File: config.mk
export PLATFORM = sky130hd
export DESIGN_NAME = store_buffer_flat
export DESIGN_NICKNAME = d
export VERILOG_FILES = /design/src/rtl/store_buffer_pkg.sv /design/src/rtl/store_buffer_if.sv /design/src/rtl/store_buffer_fifo.sv /design/src/rtl/store_buffer.sv /design/src/flat_wrapper.sv
export SDC_FILE = /design/constraint.sdc
export NUM_CORES = 1
export LEC_CHECK = 0
export ABC_AREA = 0
export CORE_ASPECT_RATIO = 1.4
export CORE_UTILIZATION = 45
export DETAILED_ROUTE_END_ITERATION = 12
export PLACE_DENSITY = 0.67
export SLEW_MARGIN = 20
export SYNTH_ARGS = -nofsm -noshare
export SYNTH_HDL_FRONTEND = slang
export SYNTH_SLANG_ARGS = --single-unit
File: constraint.sdc
create_clock -name clk -period 4.5 [get_ports clk]
set_clock_uncertainty 0.15 [all_clocks]
set_input_delay 0.45 -clock clk [delete_from_list [all_inputs] [get_ports clk]]
set_output_delay 0.45 -clock clk [all_outputs]
set_load 0.1 [all_outputs]
File: src/rtl/store_buffer_pkg.sv
// Shared widths, default geometry and the store entry record for the store buffer.
// The entry record is the unit moved between the CPU, the FIFO and the data memory.
package store_buffer_pkg;

  localparam int DATA_W      = 16;
  localparam int ADDR_W      = 16;
  localparam int SB_DEPTH    = 4;
  localparam int SB_IDX_BITS = 5;
  localparam int COUNT_W     = 4;

  typedef struct packed {
    logic [ADDR_W-1:0] addr;
    logic [DATA_W-1:0] data;
  } sb_entry_t;

endpackage

File: src/rtl/store_buffer_if.sv
// CPU-side and memory-side signals of the store buffer; the slave modport is the buffer,
// the master modport is the CPU/memory environment around it.
interface store_buffer_if;
  import store_buffer_pkg::*;

  logic [ADDR_W-1:0]  cpu_addr;
  logic [DATA_W-1:0]  cpu_wdata;
  logic               cpu_write_en;
  logic               cpu_read_en;
  logic [DATA_W-1:0]  cpu_rdata;
  logic               cpu_stall;
  logic [ADDR_W-1:0]  mem_access_addr;
  logic [DATA_W-1:0]  mem_in;
  logic               mem_write_en;
  logic               mem_read_en;
  logic [DATA_W-1:0]  mem_out;
  logic               sb_empty;
  logic [COUNT_W-1:0] sb_count;

  modport slave (
    input  cpu_addr, cpu_wdata, cpu_write_en, cpu_read_en, mem_out,
    output cpu_rdata, cpu_stall, mem_access_addr, mem_in, mem_write_en, mem_read_en,
           sb_empty, sb_count
  );

  modport master (
    output cpu_addr, cpu_wdata, cpu_write_en, cpu_read_en, mem_out,
    input  cpu_rdata, cpu_stall, mem_access_addr, mem_in, mem_write_en, mem_read_en,
           sb_empty, sb_count
  );

endinterface

File: src/rtl/store_buffer_fifo.sv
// Circular entry storage with head/tail pointers and occupancy; push lands on the edge.
// Push when full and pop when empty are ignored, so the count stays within 0..DEPTH.
module store_buffer_fifo
  import store_buffer_pkg::*;
#(
  parameter int DEPTH = SB_DEPTH
) (
  input  logic                       clk,
  input  logic                       reset,
  input  logic                       push,
  input  sb_entry_t                  push_entry,
  input  logic                       pop,
  output sb_entry_t                  entries [DEPTH],
  output logic [$clog2(DEPTH)-1:0]   rd_ptr,
  output logic [COUNT_W-1:0]         count
);

  localparam int PTR_W = $clog2(DEPTH);

  sb_entry_t          mem_q [DEPTH];
  logic [PTR_W-1:0]   wr_ptr_q;
  logic [PTR_W-1:0]   rd_ptr_q;
  logic [COUNT_W-1:0] count_q;
  logic               do_push;
  logic               do_pop;

  assign do_push = push && (count_q != COUNT_W'(DEPTH));
  assign do_pop  = pop && (count_q != '0);

  // DEPTH is a power of two, so pointer overflow is the modulo wrap.
  always_ff @(posedge clk) begin
    if (reset) begin
      wr_ptr_q <= '0;
      rd_ptr_q <= '0;
      count_q  <= '0;
    end else begin
      if (do_push) wr_ptr_q <= wr_ptr_q + 1'b1;
      if (do_pop)  rd_ptr_q <= rd_ptr_q + 1'b1;
      case ({do_push, do_pop})
        2'b10:   count_q <= count_q + 1'b1;
        2'b01:   count_q <= count_q - 1'b1;
        default: count_q <= count_q;
      endcase
    end
  end

  always_ff @(posedge clk) begin
    if (do_push && !reset) mem_q[wr_ptr_q] <= push_entry;
  end

  assign entries = mem_q;
  assign rd_ptr  = rd_ptr_q;
  assign count   = count_q;

endmodule

File: src/rtl/store_buffer.sv
// Store buffer between CPU and single-port data memory: stores queue, loads forward or read through.
// Zero-latency load path; a store against a full buffer stalls while the head keeps draining.
module store_buffer
  import store_buffer_pkg::*;
#(
  parameter int DEPTH    = SB_DEPTH,
  parameter int IDX_BITS = SB_IDX_BITS
) (
  input  logic           clk,
  input  logic           reset,
  store_buffer_if.slave  sb
);

  localparam int PTR_W = $clog2(DEPTH);

  sb_entry_t          entries [DEPTH];
  sb_entry_t          head;
  sb_entry_t          new_entry;
  logic [PTR_W-1:0]   rd_ptr;
  logic [COUNT_W-1:0] count;
  logic               full;
  logic               is_store;
  logic               is_load;
  logic               push;
  logic               hit;
  logic [DATA_W-1:0]  hit_data;
  logic               load_miss;
  logic               drain;

  assign full      = (count == COUNT_W'(DEPTH));
  assign is_store  = sb.cpu_write_en;
  assign is_load   = sb.cpu_read_en && !sb.cpu_write_en;
  assign push      = is_store && !full && !reset;
  assign new_entry = '{addr: sb.cpu_addr, data: sb.cpu_wdata};
  assign head      = entries[rd_ptr];

  // Walk oldest to youngest so the last match wins.
  always_comb begin
    logic [PTR_W-1:0] idx;
    hit      = 1'b0;
    hit_data = '0;
    idx      = '0;
    for (int k = 0; k < DEPTH; k++) begin
      idx = rd_ptr + PTR_W'(k);
      if ((COUNT_W'(k) < count) &&
          (entries[idx].addr[IDX_BITS-1:0] == sb.cpu_addr[IDX_BITS-1:0])) begin
        hit      = 1'b1;
        hit_data = entries[idx].data;
      end
    end
  end

  assign load_miss = is_load && !hit;
  // Pending stores are dropped, never written, while reset is held.
  assign drain     = !reset && !load_miss && (count != '0);

  always_comb begin
    sb.cpu_rdata       = '0;
    sb.mem_read_en     = 1'b0;
    sb.mem_write_en    = 1'b0;
    sb.mem_access_addr = '0;
    sb.mem_in          = '0;
    if (load_miss) begin
      sb.mem_read_en     = 1'b1;
      sb.mem_access_addr = sb.cpu_addr;
      sb.cpu_rdata       = sb.mem_out;
    end else if (drain) begin
      sb.mem_write_en    = 1'b1;
      sb.mem_access_addr = head.addr;
      sb.mem_in          = head.data;
    end
    if (is_load && hit) sb.cpu_rdata = hit_data;
  end

  assign sb.cpu_stall = is_store && full && !reset;
  assign sb.sb_empty  = (count == '0);
  assign sb.sb_count  = count;

  store_buffer_fifo #(.DEPTH(DEPTH)) u_fifo (
    .clk        (clk),
    .reset      (reset),
    .push       (push),
    .push_entry (new_entry),
    .pop        (drain),
    .entries    (entries),
    .rd_ptr     (rd_ptr),
    .count      (count)
  );

endmodule

File: src/flat_wrapper.sv
// flat-port wrapper written by rule: the top's interface ports become plain ports
module store_buffer_flat import store_buffer_pkg::*;
#(
  parameter int DEPTH    = SB_DEPTH,
  parameter int IDX_BITS = SB_IDX_BITS
)
  (clk, reset, sb_cpu_addr, sb_cpu_wdata, sb_cpu_write_en, sb_cpu_read_en, sb_mem_out, sb_cpu_rdata, sb_cpu_stall, sb_mem_access_addr, sb_mem_in, sb_mem_write_en, sb_mem_read_en, sb_sb_empty, sb_sb_count);
  store_buffer_if sb_i ();
  input  logic clk;
  input  logic reset;
  input wire logic [$bits(sb_i.cpu_addr)-1:0] sb_cpu_addr;
  input wire logic [$bits(sb_i.cpu_wdata)-1:0] sb_cpu_wdata;
  input wire logic [$bits(sb_i.cpu_write_en)-1:0] sb_cpu_write_en;
  input wire logic [$bits(sb_i.cpu_read_en)-1:0] sb_cpu_read_en;
  input wire logic [$bits(sb_i.mem_out)-1:0] sb_mem_out;
  output wire logic [$bits(sb_i.cpu_rdata)-1:0] sb_cpu_rdata;
  output wire logic [$bits(sb_i.cpu_stall)-1:0] sb_cpu_stall;
  output wire logic [$bits(sb_i.mem_access_addr)-1:0] sb_mem_access_addr;
  output wire logic [$bits(sb_i.mem_in)-1:0] sb_mem_in;
  output wire logic [$bits(sb_i.mem_write_en)-1:0] sb_mem_write_en;
  output wire logic [$bits(sb_i.mem_read_en)-1:0] sb_mem_read_en;
  output wire logic [$bits(sb_i.sb_empty)-1:0] sb_sb_empty;
  output wire logic [$bits(sb_i.sb_count)-1:0] sb_sb_count;
  assign sb_i.cpu_addr = sb_cpu_addr;
  assign sb_i.cpu_wdata = sb_cpu_wdata;
  assign sb_i.cpu_write_en = sb_cpu_write_en;
  assign sb_i.cpu_read_en = sb_cpu_read_en;
  assign sb_i.mem_out = sb_mem_out;
  assign sb_cpu_rdata = sb_i.cpu_rdata;
  assign sb_cpu_stall = sb_i.cpu_stall;
  assign sb_mem_access_addr = sb_i.mem_access_addr;
  assign sb_mem_in = sb_i.mem_in;
  assign sb_mem_write_en = sb_i.mem_write_en;
  assign sb_mem_read_en = sb_i.mem_read_en;
  assign sb_sb_empty = sb_i.sb_empty;
  assign sb_sb_count = sb_i.sb_count;
  store_buffer #(.DEPTH(DEPTH), .IDX_BITS(IDX_BITS)) u_core (.clk(clk), .reset(reset), .sb(sb_i));
endmodule
==> Word level (Yosys, flattened, before mapping) <==
Index checks and enable logic that the tools add are counted.
{ "totals": {"regBits": 136, "input_bits": 52, "output_inout_bits": 56} }
{ "op_classes": {"addsub": 6, "n_lt_le_gt_ge": 10, "n_eq_ne": 8, "muxes": 33, "bitwise_logic": 5, "n_reduce_logical": 25} }
{ "ops": {"columns": ["cell", "n"], "rows": [
  ["32-bit binary-select mux with 2-bit select", 4],
  ["16-bit two-way mux", 10],
  ["128-bit bitwise mux", 1],
  ["21-bit two-way mux", 6],
  ["32-bit two-way mux", 3],
  ["32-bit demux with 2-bit select", 1],
  ["5-bit == test", 4],
  ["1-bit logical AND", 17],
  ["3-bit >= comparator (second input constant)", 5],
  ["2-bit NOT with 3-bit output", 5],
  ["1-bit by 4-bit less-than comparator with 1-bit output (first input constant)", 2],
  ["2-bit by 4-bit less-than comparator with 1-bit output (first input constant)", 2],
  ["4-bit case mux with 2 select lines", 1],
  ["1-bit two-way mux", 7],
  ["1-bit logical NOT", 5],
  ["2-bit by 1-bit adder with 2-bit output (second input constant)", 2],
  ["2-bit adder (second input constant)", 2],
  ["4-bit by 1-bit adder with 4-bit output (second input constant)", 1],
  ["4-bit by 3-bit == test with 1-bit output (second input constant)", 1],
  ["4-bit logical NOT", 1],
  ["4-bit by 3-bit != test with 1-bit output (second input constant)", 1],
  ["4-bit nonzero test", 1],
  ["4-bit by 1-bit subtractor with 4-bit output (second input constant)", 1],
  ["3-bit by 1-bit less-than comparator with 1-bit output (second input constant)", 1],
  ["other kinds (3)", 3]
]} }

==> Logic depth before layout (Yosys ltp) <==
{ "logic_depth": {"depth_word": 18, "mapped_depth": 16} }

==> Hierarchy <==
Synthesis repeated with hierarchy kept, for this count alone.
{ "hier_totals": {"hier_cells": 713, "hier_area_um2": 7997.7} }
{ "by_module_without_submodules": {"columns": ["module", "n_inst", "cells_per_inst", "area_per_inst_um2", "seq_area_each_um2"], "rows": [
  ["store_buffer_fifo", 1, 184, 4357.9, 4003.8],
  ["store_buffer", 1, 529, 3639.7, 0.0]
]} }

==> Worst setup path before layout <==
No wires, ideal clock.
{ "synth_path": {"path_kind": "register to output", "startpoint": "register u_core.u_fifo.count_q[0], in the netlist u_core.u_fifo.count[0]", "endpoint": "output sb_cpu_rdata[4]", "arrival_ps": 5218, "required_ps": 3900, "setup_slack_ps": -1318, "stages_incl_launch_ff": 10, "path_buffers": 1, "cell_sequence": "dfxtp_1 -> inv_1 -> ha_1 -> or2_2 -> a211oi_2 -> nor2_2 -> clkbuf_1 -> a2111oi_0 -> o311ai_1 -> a311oi_1"} }
{ "synth_between": {"elab_chain_cells": 10, "elab_cells_between_ends": 21, "classes_between": "order compare (4); mux (10); reduce/logical (7)"} }
{ "synth_lines": {"columns": ["item", "line_no", "text"], "rows": [
  ["start, declared", "store_buffer_fifo.sv:23", "logic [COUNT_W-1:0] count_q;"],
  ["start signal, assigned", "store_buffer_fifo.sv:40", "2'b10: count_q <= count_q + 1'b1;"],
  ["start signal, assigned", "store_buffer_fifo.sv:41", "2'b01: count_q <= count_q - 1'b1;"],
  ["start signal, assigned", "store_buffer_fifo.sv:42", "default: count_q <= count_q;"],
  ["1-bit by 4-bit less-than comparator with 1-bit output", "store_buffer.sv:45", "if ((COUNT_W'(k) < count) &&"],
  ["1-bit logical AND", "store_buffer.sv:45", null],
  ["1-bit two-way mux (4 in a row)", "store_buffer.sv:45", null],
  ["1-bit logical NOT", "store_buffer.sv:53", "assign load_miss = is_load && !hit;"],
  ["1-bit logical AND", "store_buffer.sv:53", null],
  ["16-bit two-way mux", "store_buffer.sv:63", "if (load_miss) begin"],
  ["16-bit two-way mux (*)", "store_buffer.sv:72", "if (is_load && hit) sb.cpu_rdata = hit_data;"],
  ["end, declared", "flat_wrapper.sv:16", "output wire logic [$bits(sb_i.cpu_rdata)-1:0] sb_cpu_rdata;"]
]} }
Mark *: on every way between the ends. The rest lies on a longest branch, timed or not.

==> Worst setup path in the final report <==
{ "layout_path": {"startpoint": "register u_core.u_fifo.rd_ptr_q[1], in the netlist u_core.u_fifo.rd_ptr[1]", "endpoint": "output sb_cpu_rdata[11]"} }
{ "layout_between": {"elab_chain_cells": 14, "elab_cells_between_ends": 40, "classes_between": "add/sub (3); eq/ne (4); mux (22); bitwise (4); reduce/logical (7)"} }
{ "layout_lines": {"columns": ["item", "line_no", "text"], "rows": [
  ["start, declared", "store_buffer_fifo.sv:22", "logic [PTR_W-1:0] rd_ptr_q;"],
  ["start signal, assigned", "store_buffer_fifo.sv:38", "if (do_pop) rd_ptr_q <= rd_ptr_q + 1'b1;"],
  ["2-bit by 1-bit adder with 2-bit output or 2-bit NOT with 3-bit output (tied branches)", "store_buffer.sv:44, store_buffer.sv:46, store_buffer.sv:48", null],
  ["2-bit NOT with 3-bit output (not written as such) or 32-bit binary-select mux with 2-bit select (tied branches)", "store_buffer.sv:46, store_buffer.sv:48", null],
  ["32-bit binary-select mux with 2-bit select or 32-bit two-way mux (tied branches)", null, null],
  ["21-bit two-way mux (not written as such) or 32-bit two-way mux (tied branches)", null, null],
  ["21-bit two-way mux (not written as such) or 5-bit == test (tied branches)", "store_buffer.sv:46", "(entries[idx].addr[IDX_BITS-1:0] == sb.cpu_addr[IDX_BITS-1:0])) begin"],
  ["5-bit == test or 1-bit logical AND (tied branches)", "store_buffer.sv:46, store_buffer.sv:45", null],
  ["1-bit logical AND or 1-bit two-way mux (tied branches)", "store_buffer.sv:45", null],
  ["1-bit two-way mux (3 in a row)", "store_buffer.sv:45", null],
  ["1-bit logical NOT", "store_buffer.sv:53", null],
  ["1-bit logical AND", "store_buffer.sv:53", null],
  ["16-bit two-way mux", "store_buffer.sv:63", null],
  ["16-bit two-way mux (*)", "store_buffer.sv:72", null]
]} }
Mark *: on every way between the ends. The rest lies on a longest branch, timed or not. The select of a mux whose other input is x is not followed.

==> qor.txt <==
Setup CP Type -> reg2out
Post-DP HPWL -> 14000 um
Cell variety after synth -> 58
Fmax -> 0.233 GHz
Hold path depth -> 2
Share of layout cells above drive strength 1 -> 28.2%
Critical path startpoint category -> flop
Flops & latches, synth -> 136
Power, Total -> 5.90 mW
Final period util -> 95.3%
Die Wd -> 117 um
Fillers -> 1429
Final hold viol count -> 0
Hold Crit Endpoint -> u_core.u_fifo.wr_ptr_q[1]
Clock Path Buffers -> 2
Die area -> 19100 um^2
Initial antenna violation count -> 1
Syn avg cell area -> 12.8 um^2
Routed via count -> 6064
Root Buffer -> clkbuf_16
Cells after synthesis -> 655
Clock sink total -> 136
Footprint of the multi-input gates -> 4180 um^2
CORE AREA -> 18100 um^2
Initial core utilization -> 46.3%
Peak supply drop -> 0.000386 V
Syn. warnings -> 0
Final #Nets -> 802
Status -> complete, no violations
Pwr dens -> 541 nW/um^2
Rel. slew slack -> 35.2%
Routability Congestion -> 0.801
TritonCTS Buffers -> 17
Worst Min Path Start -> u_core.u_fifo.wr_ptr_q[1]
Number of flops mapped to enable cells by yosys -> 128
Maximum net fanout on the critical path -> 32
DRT Pass-1 Iters -> 5
Final setup viols -> 0
Io pins -> 108
Reg2reg start -> u_core.u_fifo.rd_ptr[0]
CTS clock-pin slew for the worst setup and hold paths -> 60 ps
Gr ovfl total -> 0
Worst-Skew Late Latency -> 410 ps
LEAKAGE -> 3.35 nW
Number of diodes -> 0
Row count -> 58
First-pass GRT wire length -> 33300 um
CP Data Required Time -> 3900 ps
Register area -> 4010 um^2
Register-to-Register Path Depth -> 9
Seq/Total Area, Yosys -> 47.9%
Critical path arrival -> 3690 ps
Syn_nets -> 715
Placed cell count -> 960
IO buf count -> 107
Number of DRC markers in iteration 0 -> 328
RSZ-0062 raised after global routing -> no
GRT Overall Usage -> 23.3%
Pins Over Slew Limit -> 0
HP Class -> reg2reg
R2R Path End -> u_core.u_fifo.count[2]
FFs w/ async S/R, synth -> 0%
Die height -> 163 um
Worst Max-Slew Pin Slew -> 968 ps
Primary FF master, synth -> edfxtp_1
Flop-to-flop setup slack -> 930 ps
Max Cap Viol -> 0
DR WL/cell -> 21.2 um
Period minus WS final -> 4290 ps
Vias in the first global route -> 6224
Util after Layout -> 60.4%
Antenna-violating nets left -> 0
Non-Filler Instances -> 995
Worst Setup End Kind -> primary output
H-tree Lvls -> 4
Most frequent cells in the layout -> 128 x edfxtp_1, 56 x clkdlybuf4s50_1, 52 x buf_12
CTS tree -> yes
Cell area after synthesis -> 8360 um^2
Area growth, synth to finish -> 30.5%
DRT Wirelength -> 21100 um
# DRC -> 0
Commonest non-fill, non-tap cell in the layout -> edfxtp_1
Vias per std cell -> 6.09
Largest net degree at the start of global routing -> 99
## per-layer routing
metal  up-vias  wire length, um  GRT usage, %
met2       249            10900          40.0
li1       2797                -             -
met5         -               17             0
met1      2977             8190          27.6
met4         2              445          8.80
met3        39             1460          6.01
## flip-flops by register name, indices dropped and copies added (netlist names)
signal,flops
u_core.u_fifo.wr_ptr_q,2
u_core.u_fifo.rd_ptr,2
u_core.u_fifo.count,4
u_core.u_fifo.entries,128
## cell usage after synthesis (12+ instances only)
cell         n  area [um^2]
mux2i_1     33          330
a21oi_1     18         90.1
nor2_1      25         93.8
xnor2_1     13          114
a211oi_1    34          255
edfxtp_1   128         3840
nor2b_1     27          169
o211ai_1    16          120
mux4_2      31          698
nand2_1     37          139
o21ai_0     19         95.1
clkbuf_1    27          101
a2111oi_0   23          201
buf_2       12         60.1
mux2_2      23          259
o311ai_1    17          149
nor3_1      19         95.1
nand3b_1    17          128
## area by class of cell
| class | instances | area share (%) |
|---|---|---|
| well taps | 240 | 2.75 |
| multi-input cells | 445 | 38.3 |
| flip-flops and latches | 136 | 36.8 |
| clock inverters | 15 | 1.67 |
| repair buffers | 130 | 16.2 |
| clock buffers | 17 | 3.90 |
| inverters | 12 | 0.413 |
## per-stage QoR
step           setup slack [ps]  setup TNS, ps  hold WS (ps)  area, um^2
2_1_floorplan              -114           -915           358        8580
3_3_place_gp                449              0           371       10300
3_5_place_dp                393              0           402       10300
4_1_cts                   -9.42          -9.42           414       10900
5_1_grt                    48.6              0           447       10900
6_report                    212              0           415       10900
## kinds of logic after synthesis
| logic type | after synthesis | synth area share (%) |
|---|---|---|
| flip-flops | 136 | 47.9 |
| XOR/XNOR | 23 | 2.41 |
| adder cells (fa/ha/maj) | 8 | 1.20 |
| buffers and inverters | 74 | 4.86 |
| AND/OR/NAND/NOR | 158 | 10.4 |
| multiplexers | 96 | 17.0 |
| AO/OA/AOI/OAI | 160 | 16.2 |
## repair_timing
action,CTS,global route
setup endpoints to repair,2,34
buffers inserted,0,3
hold buffers,0,0
endpoints found under the hold margin,0,0
pin swaps,0,1
gates resized for setup,1,3
## critical path: stages (launching register included)
cell and delay, ps:
dfxtp_4 640, mux4_2 570, xor2_1 160, or4_4 570, o22ai_2 330, buf_4 320, nor3_1 110, a311oi_4 330
buf_12 220
## power by group
group | internal [mW] | leakage, nW | switching [mW]
clock | 0.841 | 0.296 | 0.571
combinational | 1.05 | 1.82 | 1.89
sequential | 1.45 | 1.23 | 0.101
total | 3.34 | 3.35 | 2.56
## worst max-delay path by stage
stage / depth (start not counted) / endpoint / start / slack (ps)
2_1_floorplan: 10 / sb_mem_in[10] / u_core.u_fifo.count[0] / -110
3_3_place_gp: 7 / sb_cpu_rdata[15] / sb_cpu_addr[4] / 450
3_5_place_dp: 7 / sb_cpu_rdata[15] / sb_cpu_addr[4] / 390
4_1_cts: 8 / sb_mem_access_addr[14] / u_core.u_fifo.rd_ptr[0] / -9
5_1_grt: 8 / sb_cpu_rdata[7] / u_core.u_fifo.rd_ptr[1] / 50
6_report: 8 / sb_cpu_rdata[11] / u_core.u_fifo.rd_ptr[1] / 210
(Power assumes the default switching activity.)
